[config.mk]
export PLATFORM = sky130hd
export DESIGN_NAME = regfile_dump
export DESIGN_NICKNAME = d
export VERILOG_FILES = /design/src/rtl/regfile_dump.sv
export SDC_FILE = /design/constraint.sdc
export NUM_CORES = 1
export LEC_CHECK = 0
export ABC_AREA = 1
export CAP_MARGIN = 20
export CORE_MARGIN = 2
export CORE_UTILIZATION = 45
export CTS_CLUSTER_DIAMETER = 200
export DETAILED_ROUTE_END_ITERATION = 7
export PLACE_DENSITY = 0.8
export SLEW_MARGIN = 15
export SYNTH_ARGS = -nofsm -noshare
export SYNTH_HDL_FRONTEND = slang
export SYNTH_SLANG_ARGS = --single-unit
[constraint.sdc]
create_clock -name clock -period 3.5 [get_ports clock]
set_input_delay 0.875 -clock clock [delete_from_list [all_inputs] [get_ports clock]]
set_output_delay 0.875 -clock clock [all_outputs]
set_load 0.005 [all_outputs]
[src/rtl/regfile_dump.sv]
// Walks the register file two entries per read and streams (index, value) pairs over a valid/ready port.
// Optional build macro REGDUMP_SKIP_ZERO_EN suppresses entries whose value is zero.
module regfile_dump #(
    parameter int FIRST_REG = 0,
    parameter int LAST_REG  = 31
) (
    input  logic        clock,
    input  logic        ctrl_reset,
    input  logic        start,
    output logic [4:0]  ctrl_readRegA,
    output logic [4:0]  ctrl_readRegB,
    input  logic [31:0] data_readRegA,
    input  logic [31:0] data_readRegB,
    output logic        out_valid,
    input  logic        out_ready,
    output logic [4:0]  out_index,
    output logic [31:0] out_data,
    output logic        busy,
    output logic        done
);

    localparam logic [5:0] FIRST6 = 6'(FIRST_REG);
    localparam logic [5:0] LAST6  = 6'(LAST_REG);

    typedef enum logic [2:0] {
        S_IDLE, S_READ, S_EMIT_A, S_EMIT_B, S_DONE
    } state_t;

    state_t      r_state, w_state_nxt;
    logic [5:0]  r_ptr, w_ptr_nxt;
    logic [31:0] r_bufA, r_bufB;
    logic [5:0]  w_ptr1, w_ptr2;
    logic        w_skipA, w_skipB;

    // 6-bit arithmetic so ptr+1/ptr+2 past 31 compare correctly instead of wrapping
    assign w_ptr1 = r_ptr + 6'd1;
    assign w_ptr2 = r_ptr + 6'd2;

`ifdef REGDUMP_SKIP_ZERO_EN
    assign w_skipA = (r_bufA == 32'd0);
    assign w_skipB = (r_bufB == 32'd0);
`else
    assign w_skipA = 1'b0;
    assign w_skipB = 1'b0;
`endif

    always_ff @(posedge clock or posedge ctrl_reset) begin
        if (ctrl_reset) begin
            r_state <= S_IDLE;
            r_ptr   <= 6'd0;
            r_bufA  <= 32'd0;
            r_bufB  <= 32'd0;
        end else begin
            r_state <= w_state_nxt;
            r_ptr   <= w_ptr_nxt;
            if (r_state == S_READ) begin
                r_bufA <= data_readRegA;
                r_bufB <= data_readRegB;
            end
        end
    end

    always_comb begin
        w_state_nxt   = r_state;
        w_ptr_nxt     = r_ptr;
        ctrl_readRegA = 5'd0;
        ctrl_readRegB = 5'd0;
        out_valid     = 1'b0;
        out_index     = 5'd0;
        out_data      = 32'd0;
        done          = 1'b0;
        busy          = (r_state != S_IDLE);
        case (r_state)
            S_IDLE: begin
                if (start) begin
                    w_state_nxt = S_READ;
                    w_ptr_nxt   = FIRST6;
                end
            end
            S_READ: begin
                ctrl_readRegA = r_ptr[4:0];
                ctrl_readRegB = (w_ptr1 > 6'd31) ? 5'd0 : w_ptr1[4:0];
                w_state_nxt   = S_EMIT_A;
            end
            S_EMIT_A: begin
                out_valid = ~w_skipA;
                out_index = r_ptr[4:0];
                out_data  = r_bufA;
                // a skipped slot advances exactly as if it had been accepted
                if (w_skipA || out_ready)
                    w_state_nxt = (w_ptr1 <= LAST6) ? S_EMIT_B : S_DONE;
            end
            S_EMIT_B: begin
                out_valid = ~w_skipB;
                out_index = w_ptr1[4:0];
                out_data  = r_bufB;
                if (w_skipB || out_ready) begin
                    if (w_ptr2 <= LAST6) begin
                        w_state_nxt = S_READ;
                        w_ptr_nxt   = w_ptr2;
                    end else begin
                        w_state_nxt = S_DONE;
                    end
                end
            end
            S_DONE: begin
                done        = 1'b1;
                w_state_nxt = S_IDLE;
            end
            default: w_state_nxt = S_IDLE;
        endcase
    end

endmodule

==> impl_metrics.csv <==
group,metric,value,unit
sta,fmax,306.2,MHz
job,drv_cap,0,
worst_setup_path,critPathMaxFanout,26,
place,place_congestion,0.8087,
grt,grt_max_degree,98,
synthesis,synthesis.nets,499,
grt,grt_pass1_wl,13970,um
min_path,whs_path_depth,2,
floorplan,io-pin-count,118,
route,drt_wl_total,8426,um
cts,clockBufferDepth,2,
sta,finalCritPeriodShare,0.9332,
synthesis,synth_seq_cells,72,
worst_setup_path,reg2reg_depth,9,
synthesis,syn_area_per_cell,7.731,um^2
sta,setup_viol,0,
synthesis,yosysWarnings,0,
grt,grt_pass1_vias,3098,
place,hpwl,5806,um
synthesis,netlist_area,3324,um^2
route,antenna_left,0,
cts,cts-buffers-inserted,9,
route,drc,0,
power_and_ir_drop,intPower,2.345,mW
route,drtPass1Iterations,4,
place,place_area,4532,um^2
layout,syn_to_final_growth,42.27,%
grt,grtUsageTotal,0.2131,
cts,cts_tree,"done",
cts,postCtsHoldBufs,0,
worst_setup_path,end_kind,"output pin",
route,vias_per_cell,4.770,
power_and_ir_drop,p_switching,1.474,mW
layout,drive_gt1_frac,0.04779,
sta,fin_skew,0.009009,ns
synthesis,synthCells,430,
cts,post_cts_buffers,0,
cts,cts.clk_slew.worst_paths,0.08,ns
run_status,status,"finished, final reports clean",
synthesis,yosysSeqAreaShare,0.5420,
sta,hold_viol_final,0,
sta,slew_viol_final,0,
min_path,whs_endpoint,"r_bufB[16]",
worst_setup_path,rr_startpoint,"r_state[2]",
worst_setup_path,worstPathArrival,2.39,ns
worst_setup_path,r2r_setup_slack,1.50,ns
floorplan,num_rows,31,
floorplan,dieArea,8091,um^2
sta,whs,0.4743,ns
sta,grt_setup_unrepaired,"no",
sta,max-slew-margin-rel,0.4287,
min_path,min_from,"r_bufB[16]",
sta,finalSetupTns,0,ns
route,drt_iter0_drc,155,
route,wl_per_cell,13.10,um
sta,layout_min_cycle_time,3.266,ns
layout,antennaDiodeCount,0,
layout,nets,608,
worst_setup_path,worstSetupPathType,"flip-flop to output pin",
power_and_ir_drop,leakage,2.216,nW
floorplan,core_area,7214,um^2
layout,layout_common_cells,"nand2_1, clkdlybuf4s50_1, dfrtp_1",
synthesis,ys_types,21,
power_and_ir_drop,power,3.819,mW
grt,antenna_found_initial,0,
grt,grt_remaining_overflow,0,
power_and_ir_drop,vdd_ir_drop_max,0.0005140,V
layout,layout_commonest_cell,"nand2_1",
worst_setup_path,start_kind,"flip-flop",
min_path,hp-class,"flip-flop to flip-flop",
cts,h-tree-depth,3,
route,vias,3067,
layout,final_area,4730,um^2
cts,ctsResizeCount,0,
floorplan,die_x,89.95,um
cts,insertion_delay,0.33,ns
power_and_ir_drop,switching_share,0.3860,
power_and_ir_drop,pwr-share-comb,0.463,
sta,max_slew.worst_pin.slew,0.8569,ns
cts,cts-root-buf,"clkbuf_8",
worst_setup_path,r2r-end,"r_ptr[1]",
floorplan,die_h,89.95,um
layout,postLayoutCoreUtil,0.6556,
power_and_ir_drop,seqPwrFrac,0.366,
power_and_ir_drop,clock_power_share,0.171,
place,portBuffers,116,
power_and_ir_drop,p_per_area,807.5,nW/um^2
cts,cts.sinks,72,
worst_setup_path,cp.required,2.62,ns
floorplan,initial_utilization,0.4608,
-- power groups by stage --
stage	registers (mW)	clock network, mW	logic (mW)
after floorplan	1.36	0	1.05
after global placement	1.40	0	1.72
after detailed placement	1.41	0	1.78
after CTS	1.40	0.666	1.79
after global routing	1.44	0.705	1.99
final	1.40	0.652	1.77
-- metal layers --
metal / global-route usage / vias to the layer above / part of all wire
met1: 0.2603 / 1435 / 0.42
met3: 0.03940 / 11 / 0.045
met5: 0 / - / 0
li1: - / 1537 / -
met4: 0.07564 / 0 / 0.014
met2: 0.3788 / 84 / 0.52
-- Yosys cell counts --
library cell  instances  area [um^2]
a21oi_1               3        15.01
a22o_1                1        8.760
buf_2                 6        30.03
buf_4                 7        52.55
clkbuf_1              8        30.03
conb_1                1        3.750
dfrtp_1              72         1802
ha_1                  1        12.51
inv_1                47        176.4
inv_2                 4        15.01
nand2_1             180        675.7
nand2_2               1        6.260
nand3_1              10        50.05
nand4_1               3        18.77
nor2_1               17        63.81
nor2_4                2        22.52
nor3_1                1        5.000
o21ai_0              44        220.2
o21ai_1              19        95.09
o22ai_1               2        12.51
xnor2_1               1        8.760
-- state kept, by name, summed over array words and instances (netlist names) --
name     count
r_bufA      32
r_bufB      32
r_ptr        5
r_state      3
-- how the worst max path moves through the flow --
stage                from            to  slack, ns  cells after the start
3_3_place_gp   r_state[2]   out_data[1]       0.65                      6
5_1_grt        r_state[2]  out_data[19]       0.02                      6
6_report       r_state[2]  out_data[19]       0.23                      6
3_5_place_dp   r_state[2]  out_data[19]       0.59                      6
4_1_cts        r_state[2]  out_data[19]       0.21                      6
2_1_floorplan  ctrl_reset     r_bufA[0]       0.80                      1
-- per-stage QoR --
step	instances	setup WS, ns
3_5_place_dp	627	0.5936
6_report	643	0.2339
4_1_cts	643	0.2096
2_1_floorplan	430	0.8001
3_3_place_gp	627	0.6469
5_1_grt	643	0.01978
-- cells by family after synthesis --
group           Yosys count  synth area share
simple gates            214            0.2533
flops                    72            0.5420
fa+ha+maj                 1          0.003763
buf+inv                  72           0.09146
other cells               1          0.001128
compound gates           69            0.1058
xor+xnor                  1          0.002635
-- cell type report --
class | instances | area (um^2)
clock buffers | 11 | 141.4
clock inverters | 5 | 56.30
fillers | 639 | 2485
inverters | 51 | 191.4
multi-input cells | 286 | 1219
flip-flops and latches | 72 | 1802
well taps | 99 | 123.9
repair buffers | 119 | 1196
-- worst max-delay path, stage by stage (launching register included) --
cell,delay [ns]
dfrtp_1,0.36
inv_1,0.15
nand2_2,0.17
nor2_4,0.27
inv_2,0.26
o21ai_0,0.27
clkdlybuf4s50_1,0.56
Power figures use the tool's default switching activity.
